==> src/rtl/sw_pkg.sv <==
// Shared parameters and helpers for the switch debouncer.
package sw_pkg;

    localparam int NUM_SW_DEFAULT      = 3;
    localparam int DB_CYCLES_DEFAULT   = 1_000_000;
    localparam int DB_CYCLES_SIM       = 8;
    localparam int SYNC_STAGES_DEFAULT = 2;

    // Counter width able to hold every value 0..n.
    function automatic int db_cnt_w(input int n);
        return $clog2(n + 1);
    endfunction

endpackage

==> src/rtl/debounce_bit.sv <==
// One switch bit: synchronizer chain, stability counter and accepted level.
// upd_o flags the edge on which the level register is about to take a new value.
module debounce_bit
    import sw_pkg::*;
#(
    parameter int SYNC_STAGES = SYNC_STAGES_DEFAULT,
    parameter int DB_CYCLES   = DB_CYCLES_DEFAULT
) (
    input  logic clk,
    input  logic rst_n,
    input  logic sw_i,
    output logic level_o,
    output logic upd_o
);

    localparam int CW = db_cnt_w(DB_CYCLES);
    localparam logic [CW-1:0] CNT_LAST = CW'(DB_CYCLES - 1);

    logic [SYNC_STAGES-1:0] sync_q;
    logic                   sync_s;
    logic [CW-1:0]          cnt_q, cnt_d;
    logic                   level_q, level_d;

    assign sync_s  = sync_q[SYNC_STAGES-1];
    assign level_o = level_q;

    always_comb begin
        cnt_d   = cnt_q;
        level_d = level_q;
        upd_o   = 1'b0;
        if (sync_s == level_q) begin
            cnt_d = '0;
        end else if (cnt_q == CNT_LAST) begin
            level_d = sync_s;
            cnt_d   = '0;
            upd_o   = 1'b1;
        end else begin
            cnt_d = cnt_q + CW'(1);
        end
    end

    always_ff @(posedge clk or negedge rst_n) begin
        if (!rst_n) begin
            sync_q  <= '0;
            cnt_q   <= '0;
            level_q <= 1'b0;
        end else begin
            sync_q  <= {sync_q[SYNC_STAGES-2:0], sw_i};
            cnt_q   <= cnt_d;
            level_q <= level_d;
        end
    end

endmodule

==> src/rtl/sw_debounce.sv <==
// Switch conditioner: per-bit sync + debounce, with a merged change strobe.
// Define SW_DEBOUNCE_EDGE_EN to add per-bit rise/fall pulse outputs.
module sw_debounce
    import sw_pkg::*;
#(
    parameter int NUM_SW      = NUM_SW_DEFAULT,
    parameter int SYNC_STAGES = SYNC_STAGES_DEFAULT,
    parameter int DB_CYCLES   = DB_CYCLES_DEFAULT
) (
    input  logic              clk,
    input  logic              rst_n,
    input  logic [NUM_SW-1:0] sw_in,
    output logic [NUM_SW-1:0] sw_out,
    output logic              changed
`ifdef SW_DEBOUNCE_EDGE_EN
    ,
    output logic [NUM_SW-1:0] rise,
    output logic [NUM_SW-1:0] fall
`endif
);

    logic [NUM_SW-1:0] upd;
    logic              changed_q, changed_d;

    for (genvar gi = 0; gi < NUM_SW; gi++) begin : g_bit
        debounce_bit #(
            .SYNC_STAGES (SYNC_STAGES),
            .DB_CYCLES   (DB_CYCLES)
        ) u_bit (
            .clk     (clk),
            .rst_n   (rst_n),
            .sw_i    (sw_in[gi]),
            .level_o (sw_out[gi]),
            .upd_o   (upd[gi])
        );
    end

    // Registered alongside the level flops so the strobe lines up with the new sw_out.
    assign changed_d = |upd;
    assign changed   = changed_q;

    always_ff @(posedge clk or negedge rst_n) begin
        if (!rst_n) begin
            changed_q <= 1'b0;
        end else begin
            changed_q <= changed_d;
        end
    end

`ifdef SW_DEBOUNCE_EDGE_EN
    logic [NUM_SW-1:0] rise_q, rise_d;
    logic [NUM_SW-1:0] fall_q, fall_d;

    // An updating bit always flips, so the current level tells the direction.
    assign rise_d = upd & ~sw_out;
    assign fall_d = upd &  sw_out;
    assign rise   = rise_q;
    assign fall   = fall_q;

    always_ff @(posedge clk or negedge rst_n) begin
        if (!rst_n) begin
            rise_q <= '0;
            fall_q <= '0;
        end else begin
            rise_q <= rise_d;
            fall_q <= fall_d;
        end
    end
`endif

endmodule
==> config.mk <==
export PLATFORM = sky130hd
export DESIGN_NAME = sw_debounce
export DESIGN_NICKNAME = d
export VERILOG_FILES = /design/src/rtl/sw_pkg.sv /design/src/rtl/debounce_bit.sv /design/src/rtl/sw_debounce.sv
export SDC_FILE = /design/constraint.sdc
export NUM_CORES = 1
export LEC_CHECK = 0
export ABC_AREA = 1
export BUFFER_PORTS_ARGS = -buffer_cell sky130_fd_sc_hd__buf_2
export CAP_MARGIN = 20
export CORE_UTILIZATION = 30
export DETAILED_ROUTE_END_ITERATION = 10
export PLACE_DENSITY = 0.51
export SYNTH_ARGS = -nofsm -noshare
export SYNTH_HDL_FRONTEND = slang
export SYNTH_SLANG_ARGS = --single-unit
export TNS_END_PERCENT = 50
==> constraint.sdc <==
create_clock -name clk -period 1.6 [get_ports clk]
set_clock_uncertainty 0.15 [all_clocks]
set_input_delay 0 -clock clk [delete_from_list [all_inputs] [get_ports clk]]
set_output_delay 0 -clock clk [all_outputs]
set_load 0.02 [all_outputs]
After elaboration in Yosys (flattened, before gate mapping). Cells that the tools add are included.

Word-level logic and storage cells: 38. Flip-flop bits (word level): 70. Output and inout port bits: 4. Input bits: 5.

Bitwise gates (word level): 3. Equal/unequal tests: 6. Add/sub/neg operators: 3. Mux-type cells: 12. Reduce and logical (&&, ||, !) cells: 4.

Operators with widths (number): $mux 20 (6); $add 20x1->20 const B (3); $eq 20x20->1 const B (3); $mux 1 (6); $reduce_and 2->1 (3); $eq 1x1->1 (3); $not 1->1 (3); $reduce_or 3->1 (1).

Depth between registers and ports, before layout. Gate-level depths: netlist of the first run.

Depth after elaboration: 4. Depth in mapped cells: 9. Gate-level depth less buffers: 9.

Hierarchy. A second synthesis of the first run with hierarchy kept.

Cells, all modules: 496. Area total of the unflattened synthesis: 3932.5 sq um.

By module, submodules not included: debounce_bit (sequential area each 575.6 sq um, cells an instance 164, area each 1298.7 sq um, times used 3); sw_debounce (sequential area each 25.0 sq um, cells an instance 4, area each 36.3 sq um, times used 1).

Worst setup path after synthesis of the first run. Ideal clock, no wire load.

Path type: register to register. Start point: reg g_bit[2].u_bit.cnt_q[0]. End point: reg g_bit[2].u_bit.cnt_q[18]. Arrival: 1.181 ns. Data required time: 1.329 ns. Buffers on the path: 0. Slack: 0.148 ns. Setup time: 0.121 ns. Stages on the path, launching flop included: 9. Period minus slack after synthesis: 1.452 ns. Cells stage by stage: dfrtp_1 ha_1 nand2_1 nor2_4 nand2_1 nor2_1 nand2_1 nand2_2 nor2_1.

Word-level cells in the longest chain between the ends: 3. Elaborated cells between the ends (all ways): 4. Classes of those cells: 1 x add/sub; 1 x eq/ne; 2 x mux.

Ends and longest elaborated chain: start: declaration (RTL line debounce_bit.sv:21) `logic [CW-1:0] cnt_q, cnt_d;`; start signal: assignment (RTL line debounce_bit.sv:49) `cnt_q <= cnt_d;`; $add 20x1->20 or $eq 20x20->1 (tied branches) (RTL line debounce_bit.sv:38, debounce_bit.sv:33); $mux 20 * (RTL line debounce_bit.sv:33) `end else if (cnt_q == CNT_LAST) begin`; $mux 20 * (RTL line debounce_bit.sv:31) `if (sync_s == level_q) begin`; named net g_bit[2].u_bit.cnt_d[18] (RTL line debounce_bit.sv:21).

Mark *: on every way through the listed nets, which the timed path passes. The rest lies on a longest branch. A chain may end at the register's enable or synchronous reset.

Worst setup path in the final report of the first run.
Start point: reg g_bit[1].u_bit.cnt_q[3]. End point: reg g_bit[1].u_bit.cnt_q[9].

Word-level cells in the longest chain between the ends: 3. Elaborated cells between the ends (all ways): 4. Classes of those cells: 1 x add/sub; 1 x eq/ne; 2 x mux.

Ends and longest elaborated chain (RTL line): start: declaration (debounce_bit.sv:21); start signal: assignment (debounce_bit.sv:49); $add 20x1->20 or $eq 20x20->1 (tied branches) (debounce_bit.sv:38, debounce_bit.sv:33); $mux 20 * (debounce_bit.sv:33); $mux 20 * (debounce_bit.sv:31); named net g_bit[1].u_bit.cnt_d[9] (debounce_bit.sv:21).

Marked as above.

==> results of run 1 <==
[cell usage after synthesis (all sizes together)]
master / n
nor2: 138
nand3b: 3
nand4: 12
nand3: 45
nand2: 92
o21bai: 3
dfrtp: 70
o21ai: 7
ha: 3
xnor2: 7
nor3: 7
buf: 3
a21oi: 10
nor3b: 3
inv: 48
xor2: 26
[what timing repair did]
action,in CTS,in global routing
hold endpoints to repair,73,0
gates cloned,0,1
pin swaps,1,14
resized for setup,1,28
setup endpoints to repair,7,41
hold buffers,5,0
buffers inserted,1,5
[worst min-delay path, stage by stage]
cell,delay (ns)
dlygate4sd3_1,0.53
buf_4,0.15
buf_12,0.18
[report_power, final]
| part | total, mW | internal [mW] | switching [mW] |
|---|---|---|---|
| combinational | 0.165 | 0.0655 | 0.0991 |
| sequential | 1.82 | 1.80 | 0.0248 |
| clock | 2.23 | 1.42 | 0.814 |
[state kept, by name, summed over array words and instances (netlist names)]
| signal | count |
|---|---|
| g_bit.u_bit.level_o | 3 |
| g_bit.u_bit.cnt_q | 60 |
| changed | 1 |
| g_bit.u_bit.sync_q | 6 |
[stage by stage]
| step | power (mW) | area (um^2) | hold WS [ns] |
|---|---|---|---|
| after detailed placement | 1.99 | 4160 | -0.260 |
| after global placement | 1.99 | 4160 | -0.254 |
| after floorplan | 1.91 | 3820 | -0.446 |
| after CTS | 4.25 | 4560 | 0.0446 |
| final | 4.22 | 4720 | 0.0243 |
| after global routing | 4.39 | 4720 | 0.0589 |
[final timing paths]
path | start | cells after the start | end
worst max-delay path | g_bit[1].u_bit.cnt_q[3]$_DFF_PN0_ | 6 | g_bit[1].u_bit.cnt_q[9]$_DFF_PN0_
worst min-delay path | rst_n | 3 | g_bit[1].u_bit.cnt_q[12]$_DFF_PN0_
worst max register to register | g_bit[1].u_bit.cnt_q[3]$_DFF_PN0_ | 6 | g_bit[1].u_bit.cnt_q[9]$_DFF_PN0_
worst min register to register | g_bit[2].u_bit.sync_q[0]$_DFF_PN0_ | 0 | g_bit[2].u_bit.sync_q[1]$_DFF_PN0_
max in group asynchronous | rst_n | 3 | g_bit[2].u_bit.sync_q[0]$_DFF_PN0_
min in group clk | sw_in[1] | 2 | g_bit[1].u_bit.sync_q[0]$_DFF_PN0_
[layout make-up]
type / instances / area [um^2] / area share, %
Multi-Input combinational cell: 357 / 1980 / 42.0
Clock buffer: 10 / 239 / 5.06
Sequential cell: 70 / 1750 / 37.1
Clock inverter: 6 / 93.8 / 1.99
Tap cell: 168 / 210 / 4.46
Inverter: 48 / 183 / 3.87
Timing Repair Buffer: 33 / 258 / 5.46
[cell families after synthesis]
family / Yosys count / share of synthesized area, %
xor+xnor: 33 / 8.46
simple gates: 300 / 36.5
flops: 70 / 45.9
fa+ha+maj: 3 / 0.984
buf+inv: 51 / 5.38
compound gates: 20 / 2.82
[per-layer routing]
| layer | vias up | wire length (um) | track usage, % | part of all wire, % |
|---|---|---|---|---|
| li1 | 1592 | - | - | - |
| met1 | 1465 | 3980 | 18.5 | 47 |
| met4 | 0 | 204 | 7.10 | 2.4 |
| met5 | - | 0 | 0 | 0 |
| met2 | 49 | 3980 | 22.2 | 47 |
| met3 | 17 | 344 | 4.38 | 4.0 |
==> results.md, run 1 <==
- Crit start category: flop
- Share of cells above drive strength 1: approximately 20%
- Rel. slew slack: between 50 and 60%
- Die Wd: 115 um
- Top post-synthesis cells by area: dfrtp_1, nor2_1, nand2_1, nand3_1, xor2_1
- Max Slew Vio Count: 0
- Syn Nets: 485
- Maximum VDD drop: around 0.44 mV
- Skew-Pair Late Insertion Delay: ~0.35 ns
- Required @ worst endpoint: between 1.5 and 2 ns
- Grt ovf: 0
- Number of distinct library cells after synthesis: 28
- Buffers on Ports: 8
- Max cap viols: 0
- N_diodes: 0
- PnR worst setup slack: 0.0826 ns
- TritonCTS Sinks: 70
- Outcome: complete, no violations
- P&R area growth vs syn: 23.6%
- Mean post-synth cell area: ~8.0 um^2
- Clock-pin slew on the worst setup and hold paths: 0.07 ns
- RSZ-0062 raised after global routing: true
- Mapped Cells: ~480
- Routed WL: around 8.5 mm
- Worst setup path category: flop to flop
- TritonCTS Buffers: 9
- Cell mode on critical path: nor2_1
- Initial antenna violation count: 0
- Fmax: between 0.6 and 0.7 GHz
- Tcrit/Tclk final: a little over nine tenths
- Core area: approximately 0.012 mm^2
- Hold/Removal Path Class: primary input to asynchronous set/reset pin
- Family with the most delay on the worst path: simple AND/OR/NAND/NOR gates
- Area leader, netlist: dfrtp_1
- Final Wtd Congestion: 0.862
- Vias: around 3100
- Reg2reg setup slack: ~0.083 ns
- Most common cell after layout, fill and taps aside: nor2_1
- Final nets: approximately 530
- DP Cell Count: roughly 660
- Register area share after synthesis: ~46%
- CP max stage delay: approximately 0.43 ns
- # setup viols final: 0
- Cell area after synthesis: about 0.0038 mm^2
- Drt first pass iters: 4
- Post-synthesis register bit count: 70
- Power density over cell area: just under 900 mW/mm^2
- Fill count: ~1300
- Final Hold Viols: 0
- First-pass GRT wire length: about 14 mm
- Minimum clock period after layout: around 1.5 ns
- Setup_tns: 0 ns
- Initial Utilization: between 30% and 40%
- WP buf/inv: 0
- Pleak: between 2 and 2.5 nW
- CP max-delay cell: dfrtp_1
- Total Die Area: around 0.013 mm^2
- Element type at the critical path end: flop
- Vias per cell: approximately 4.5
- CTS tree: built
- Drt wl/cell: between 10 and 15 um
- Iteration-0 DRC Markers: between 100 and 150
- Worst Path Arrival: approximately 1.6 ns
- Most frequent cells in the layout: nor2_1, nand2_1, dfrtp_1
- Row count: 40
- Util after Layout: a little under 40%
- Top-area cell type share of the netlist area: 45.9%
- Crit-path max FO: 4
- GRT Overall Usage: between 10% and 20%
- Ports: 9
- DRC: 0
- Synth Warn #: 0
- Crit path cell chain: nand2_1, nor2_1, nand2_2, nor2_2, xor2_1, nor2_1
- H-tree depth: 3
- Die Span Y: around 110 um
- Final ANT Viol Nets: 0
- CTS root buf: clkbuf_16
- Pin count of the biggest net entering global routing: 26
- Maximum buffer depth of the clock tree: 2
- Least-Margin Pin Slew: ~0.65 ns
- Pre-CTS setup slack: between 0.004 and 0.005 ns
- Vias in the first global route: 3040
- HPWL Detailed: roughly 6.1 mm
- Fin cells: between 600 and 700
Power figures use the tool's default switching activity.
==> run 2: changes to the inputs <==
clock period = 1.9 ns   (was 1.6 ns; I/O delays follow)
==> run 2 against run 1 <==
  * First-iteration DRC count fell by 32%
  * Critical endpoint unchanged
  * Highest routed layer unchanged
  * Sequential power fell by 16%
  * Via count is 3.2% lower
  * Die area is the same
==> results.md, run 2 (synthesized netlist as in run 1, its figures left out) <==
- Vias per cell: 4.50 (-0.35%)
- Required @ worst endpoint: 1.98 ns (+0.29 ns)
- Setup Buffers After CTS: 0 (-1)
- N_diodes: 0 (unchanged)
- Worst setup path category: flop to flop
- TritonCTS Buffers: 9 (unchanged)
- Worst Path Arrival: 1.76 ns (+0.16 ns)
- Int Power: 2.60 mW (-21%)
- Setup crit start: g_bit[1].u_bit.cnt_q[0]$_DFF_PN0_
- TritonCTS Sinks: 70 (unchanged)
- Combinational share of power: 3.3% (-0.6 points)
- Row count: 40 (unchanged)
- Max cap viols: 0 (unchanged)
- Final Instance Area: 0.00440 mm^2 (-6.7%)
- Hold buffers post-CTS: 4 (-1)
- Iteration-0 DRC Markers: 101 (-32%)
- Tcrit/Tclk final: 88.1% (-6.7 points)
- CTS root buf: clkbuf_16
- Vias in the first global route: 3062 (+0.72%)
- Final ANT Viol Nets: 0 (unchanged)
- P&R area growth vs syn: 15.4%
- Outcome: complete, no violations
- Sequential power share: 45.8% (+2.6 points)
- Ports: 9 (unchanged)
- Least-Margin Pin Slew: 0.483 ns (-0.165 ns)
- GRT Overall Usage: 14.2% (-0.23 points)
- Hold/Removal Path Class: primary input to asynchronous set/reset pin
- Die Wd: 115 um (unchanged)
- Drt wl/cell: 12.0 um (-2.4%)
- Fmax: 0.597 GHz (-9.4%)
- Share of cells above drive strength 1: 13.9% (-6.1 points)
- DRC: 0 (unchanged)
- Max Slew Vio Count: 0 (unchanged)
- Grt ovf: 0 (unchanged)
- Pre-CTS setup slack: 0.222 ns (+0.217 ns)
- First-pass GRT wire length: 14.4 mm (about the same)
- Sw Share: 22.1% (-0.16 points)
- Gates resized, CTS repair: 0 (-1)
- Element type at the critical path end: flop
- PnR worst setup slack: 0.225 ns (+0.143 ns)
- Minimum clock period after layout: 1.67 ns (+0.157 ns)
- Maximum VDD drop: 0.335 mV (-25%)
- Largest register FFs: 60 (unchanged)
- Reg2reg start: g_bit[1].u_bit.cnt_q[0]$_DFF_PN0_
- Total Die Area: 0.0132 mm^2 (unchanged)
- Drt first pass iters: 4 (unchanged)
- Clock-pin slew on the worst setup and hold paths: 0.06 ns (about the same)
- Final Wtd Congestion: 0.849 (-1.5%)
- Core area: 0.0122 mm^2 (unchanged)
- HPWL Detailed: 5.91 mm (-3.8%)
- Power density over cell area: 757 mW/mm^2 (-15%)
- Initial Utilization: 31.3% (unchanged)
- Crit-path max FO: 7 (+3)
- Rel. slew slack: 67.8% (+11 points)
- Setup_tns: 0 ns (unchanged)
- Most common cell after layout, fill and taps aside: nor2_1
- Crit start category: flop
- Routed WL: 8.06 mm (-5.2%)
- # setup viols final: 0 (unchanged)
- Skew-Pair Late Insertion Delay: 0.34 ns (about the same)
- Total power: 3.33 mW (-21%)
- Initial antenna violation count: 0 (unchanged)
- DP Cell Count: 652 (-1.8%)
- Fill count: 1314 (+1.8%)
- Final Hold Viols: 0 (unchanged)
- H-tree depth: 3 (unchanged)
- Most frequent cells in the layout: nor2_1, nand2_1, dfrtp_1
- Final nets: 507 (-3.8%)
- RSZ-0062 raised after global routing: false
- CTS tree: built
- Fin cells: 672 (-2.9%)
- Biggest register: g_bit.u_bit.cnt_q
- Clock share of power: 50.8% (-2.1 points)
- Pleak: 1.86 nW (-7.9%)
- Util after Layout: 36.1% (-2.6 points)
- Die Span Y: 115 um (unchanged)
- Vias: 3022 (-3.2%)
- Buffers on Ports: 8 (unchanged)
- WHS: 0.0139 ns (-0.0103 ns)
- Switching power: 0.736 mW (-22%)
- Pin count of the biggest net entering global routing: 35 (+35%)
- Post-DP Area: 0.00406 mm^2 (-2.5%)
- Maximum buffer depth of the clock tree: 2 (unchanged)
-- run 2: final timing paths --
path	end	cells after the start	slack, ns
max in group asynchronous	g_bit[2].u_bit.cnt_q[0]$_DFF_PN0_	3	0.91
min in group clk	g_bit[0].u_bit.sync_q[0]$_DFF_PN0_	2	0.15
worst min-delay path	g_bit[2].u_bit.cnt_q[14]$_DFF_PN0_	2	0.01
worst max register to register	g_bit[1].u_bit.cnt_q[9]$_DFF_PN0_	6	0.23
worst max-delay path	g_bit[1].u_bit.cnt_q[9]$_DFF_PN0_	6	0.23
worst min register to register	g_bit[1].u_bit.sync_q[1]$_DFF_PN0_	0	0.20
-- run 2: cell type report --
class | count | area [um^2] | share of cell area, %
Inverter | 48 | 183 | 4.15
Multi-Input combinational cell | 356 | 1860 | 42.2
Clock inverter | 5 | 58.8 | 1.34
Sequential cell | 70 | 1750 | 39.8
Clock buffer | 11 | 243 | 5.51
Tap cell | 168 | 210 | 4.77
Timing Repair Buffer | 14 | 97.6 | 2.22
-- run 2: per-layer routing --
metal	up-vias	GRT usage, %	part of all wire, %	wire length [um]
li1	1546	-	-	-
met1	1423	18.4	49	3950
met2	37	21.9	45	3650
met3	16	3.22	3.0	239
met4	0	7.88	2.7	218
met5	-	0	0	0
-- run 2: critical path, cell delays in order, from the launching register on --
cell and delay [ns]:
dfrtp_1 0.37, ha_1 0.19, nand3_1 0.17, nor2_2 0.23, nand3_2 0.21, nand2_2 0.18, nor2_1 0.07
-- run 2: power groups by stage --
stage | Combinational, mW | Clock [mW] | Sequential, mW
floorplan | 0.0542 | 0 | 1.55
global placement | 0.107 | 0 | 1.55
detailed placement | 0.109 | 0 | 1.56
CTS | 0.116 | 1.76 | 1.53
global route | 0.130 | 1.82 | 1.53
finish | 0.111 | 1.70 | 1.53
==> run 3: changes to the inputs <==
CORE_UTILIZATION = 55   (was 30)
PLACE_DENSITY = 0.78   (was 0.51)
==> run 3 against run 2 <==
  * Die area decreased by 45%
  * Core utilization increased by 29 points
  * Critical path depth increased by 2
  * Global-route usage increased by 10 points
  * Highest routed layer unchanged
  * Flip-flop and latch count unchanged
  * Register-to-register slack got worse by 0.03 ns
  * Cell area decreased by 3.9%
  * Largest power group is now registers
  * Sequential power about the same
==> results.md, run 3 (synthesized netlist as in run 1, its figures left out) <==
- Ports: 9 (unchanged)
- Fill count: 538 (-59%)
- Cell mode on critical path: nand2_1
- Pleak: 1.83 nW (-1.5%)
- Skew-Pair Late Insertion Delay: 0.35 ns (about the same)
- Die Wd: 85.3 um (-26%)
- Drt wl/cell: 13.3 um (+10%)
- Power density over cell area: 683 mW/mm^2 (-9.8%)
- DRC: 0 (unchanged)
- Vias per cell: 5.40 (+20%)
- Core area: 0.00653 mm^2 (-47%)
- Hold/Removal Path Class: primary input to asynchronous set/reset pin
- Row count: 29 (-28%)
- Share of cells above drive strength 1: 14.2% (+0.34 points)
- P&R area growth vs syn: 10.9%
- TritonCTS Sinks: 70 (unchanged)
- TritonCTS Buffers: 9 (unchanged)
- N_diodes: 0 (unchanged)
- Final ANT Viol Nets: 0 (unchanged)
- RSZ-0062 raised after global routing: false
- First-pass GRT wire length: 13.8 mm (-4.3%)
- Required @ worst endpoint: 1.98 ns (about the same)
- Worst Path Arrival: 1.78 ns (+0.02 ns)
- Crit-path max FO: 8 (+1)
- Routed WL: 7.73 mm (-4.2%)
- Max Slew Vio Count: 0 (unchanged)
- Grt ovf: 0 (unchanged)
- Tcrit/Tclk final: 89.5% (+1.3 points)
- Total power: 2.89 mW (-13%)
- Largest register FFs: 60 (unchanged)
- Reg2reg setup slack: 0.20 ns (-0.03 ns)
- Least-Margin Pin Slew: 0.644 ns (+0.162 ns)
- Maximum buffer depth of the clock tree: 2 (unchanged)
- Setup Buffers After CTS: 0 (unchanged)
- Rel. slew slack: 56.9% (-11 points)
- Reg2Reg Depth: 8 (+2)
- Util after Layout: 64.8% (+29 points)
- Sequential power share: 52.8% (+7.0 points)
- Sw Share: 24.8% (+2.8 points)
- CTS tree: built
- Initial Utilization: 58.4% (+27 points)
- Total Die Area: 0.00728 mm^2 (-45%)
- Element type at the critical path end: flop
- Vias in the first global route: 3123 (+2.0%)
- CP max-delay cell: dfrtp_1
- Switching power: 0.718 mW (-2.5%)
- Clock-pin slew on the worst setup and hold paths: 0.08 ns (+0.02 ns)
- Worst setup path category: flop to flop
- Int Power: 2.17 mW (-16%)
- Gates resized, CTS repair: 0 (unchanged)
- GRT Overall Usage: 24.2% (+10 points)
- Minimum clock period after layout: 1.70 ns (+0.0250 ns)
- Vias: 3151 (+4.3%)
- Clock share of power: 43.1% (-7.7 points)
- H-tree depth: 3 (unchanged)
- Drt first pass iters: 4 (unchanged)
- Fmax: 0.588 GHz (-1.5%)
- Final nets: 509 (+0.39%)
- Maximum VDD drop: 0.421 mV (+26%)
- CP max stage delay: 0.37 ns (about the same)
- # setup viols final: 0 (unchanged)
- Final Hold Viols: 0 (unchanged)
- Pin count of the biggest net entering global routing: 24 (-31%)
- HPWL Detailed: 5.69 mm (-3.7%)
- Max cap viols: 0 (unchanged)
- Biggest register: g_bit.u_bit.cnt_q
- Area occupied by multi-input gates: 0.00186 mm^2 (unchanged)
- Outcome: complete, no violations
- Register Area: 0.00175 mm^2 (unchanged)
- Initial antenna violation count: 0 (unchanged)
- Combinational share of power: 4.2% (+0.9 points)
- Crit path cell chain: ha_1, nand2_1, nor2_4, nand2_1, nor2_1, nand2_1, nand2_2, nor2_1
- CTS root buf: clkbuf_8
- Buffers on Ports: 8 (unchanged)
- WHS: 0.0674 ns (+0.0535 ns)
- Iteration-0 DRC Markers: 149 (+48%)
- Most common cell after layout, fill and taps aside: nor2_1
- Crit start category: flop
- Final Wtd Congestion: 0.931 (+9.6%)
- Most frequent cells in the layout: nor2_1, nand2_1, dfrtp_1
- Setup_tns: 0 ns (unchanged)
- Die Span Y: 85.3 um (-26%)
[run 3: cell count changes in the layout (fill, tap and decap cells not counted)]
cell           previous run  this run
buf_4                     3         1
dlygate4sd3_1             4         5
clkbuf_1                  1         0
clkbuf_16                 9         0
buf_2                     7         8
inv_6                     0         3
clkinv_2                  1         0
buf_12                    0         2
clkbuf_8                  1         9
[run 3: worst paths after layout]
path | to | from
min in group clk | g_bit[2].u_bit.sync_q[0]$_DFF_PN0_ | sw_in[2]
setup / recovery | g_bit[2].u_bit.cnt_q[0]$_DFF_PN0_ | g_bit[2].u_bit.cnt_q[0]$_DFF_PN0_
max in group asynchronous | g_bit[2].u_bit.cnt_q[3]$_DFF_PN0_ | rst_n
hold / removal | g_bit[1].u_bit.cnt_q[7]$_DFF_PN0_ | rst_n
setup reg to reg | g_bit[2].u_bit.cnt_q[0]$_DFF_PN0_ | g_bit[2].u_bit.cnt_q[0]$_DFF_PN0_
hold reg to reg | g_bit[1].u_bit.sync_q[1]$_DFF_PN0_ | g_bit[1].u_bit.sync_q[0]$_DFF_PN0_
[run 3: layout make-up]
type                    count  area share (%)
clock inverters             7            1.89
well taps                  77            2.28
inverters                  48            4.32
clock buffers               9            2.93
multi-input cells         356            43.9
repair buffers             16            3.25
flip-flops and latches     70            41.4
[run 3: power by group through the flow]
stage	sequential [mW]	clock (mW)	combinational (mW)
global route	1.53	1.33	0.140
detailed placement	1.56	0	0.114
global placement	1.55	0	0.109
CTS	1.53	1.27	0.124
finish	1.53	1.25	0.120
floorplan	1.55	0	0.0542
[run 3: through the flow]
stage | setup slack, ns | std cells | area (um^2)
after floorplan | 0.448 | 477 | 3820
after global placement | 0.324 | 562 | 3980
after detailed placement | 0.205 | 562 | 3980
after CTS | 0.203 | 583 | 4230
after global routing | 0.0566 | 583 | 4230
final | 0.200 | 583 | 4230
[run 3: routing by layer]
metal  GRT usage, %  up-vias  wire, um
li1               -     1557         -
met1           30.1     1484      3540
met3           6.13       16       467
met5              0        -         0
met4           11.4        0       144
met2           40.0       94      3570
[run 3: worst max-delay path: cells and delay by family (launching register included)]
family | cells | cell delay, ns
adder cells (fa/ha/maj) | 1 | 0.22
flip-flops | 1 | 0.37
AND/OR/NAND/NOR | 7 | 0.84
[run 3: repair_timing]
item	CTS	global route
endpoints found under the hold margin	73	0
hold buffers	5	0
setup endpoints to repair	0	0
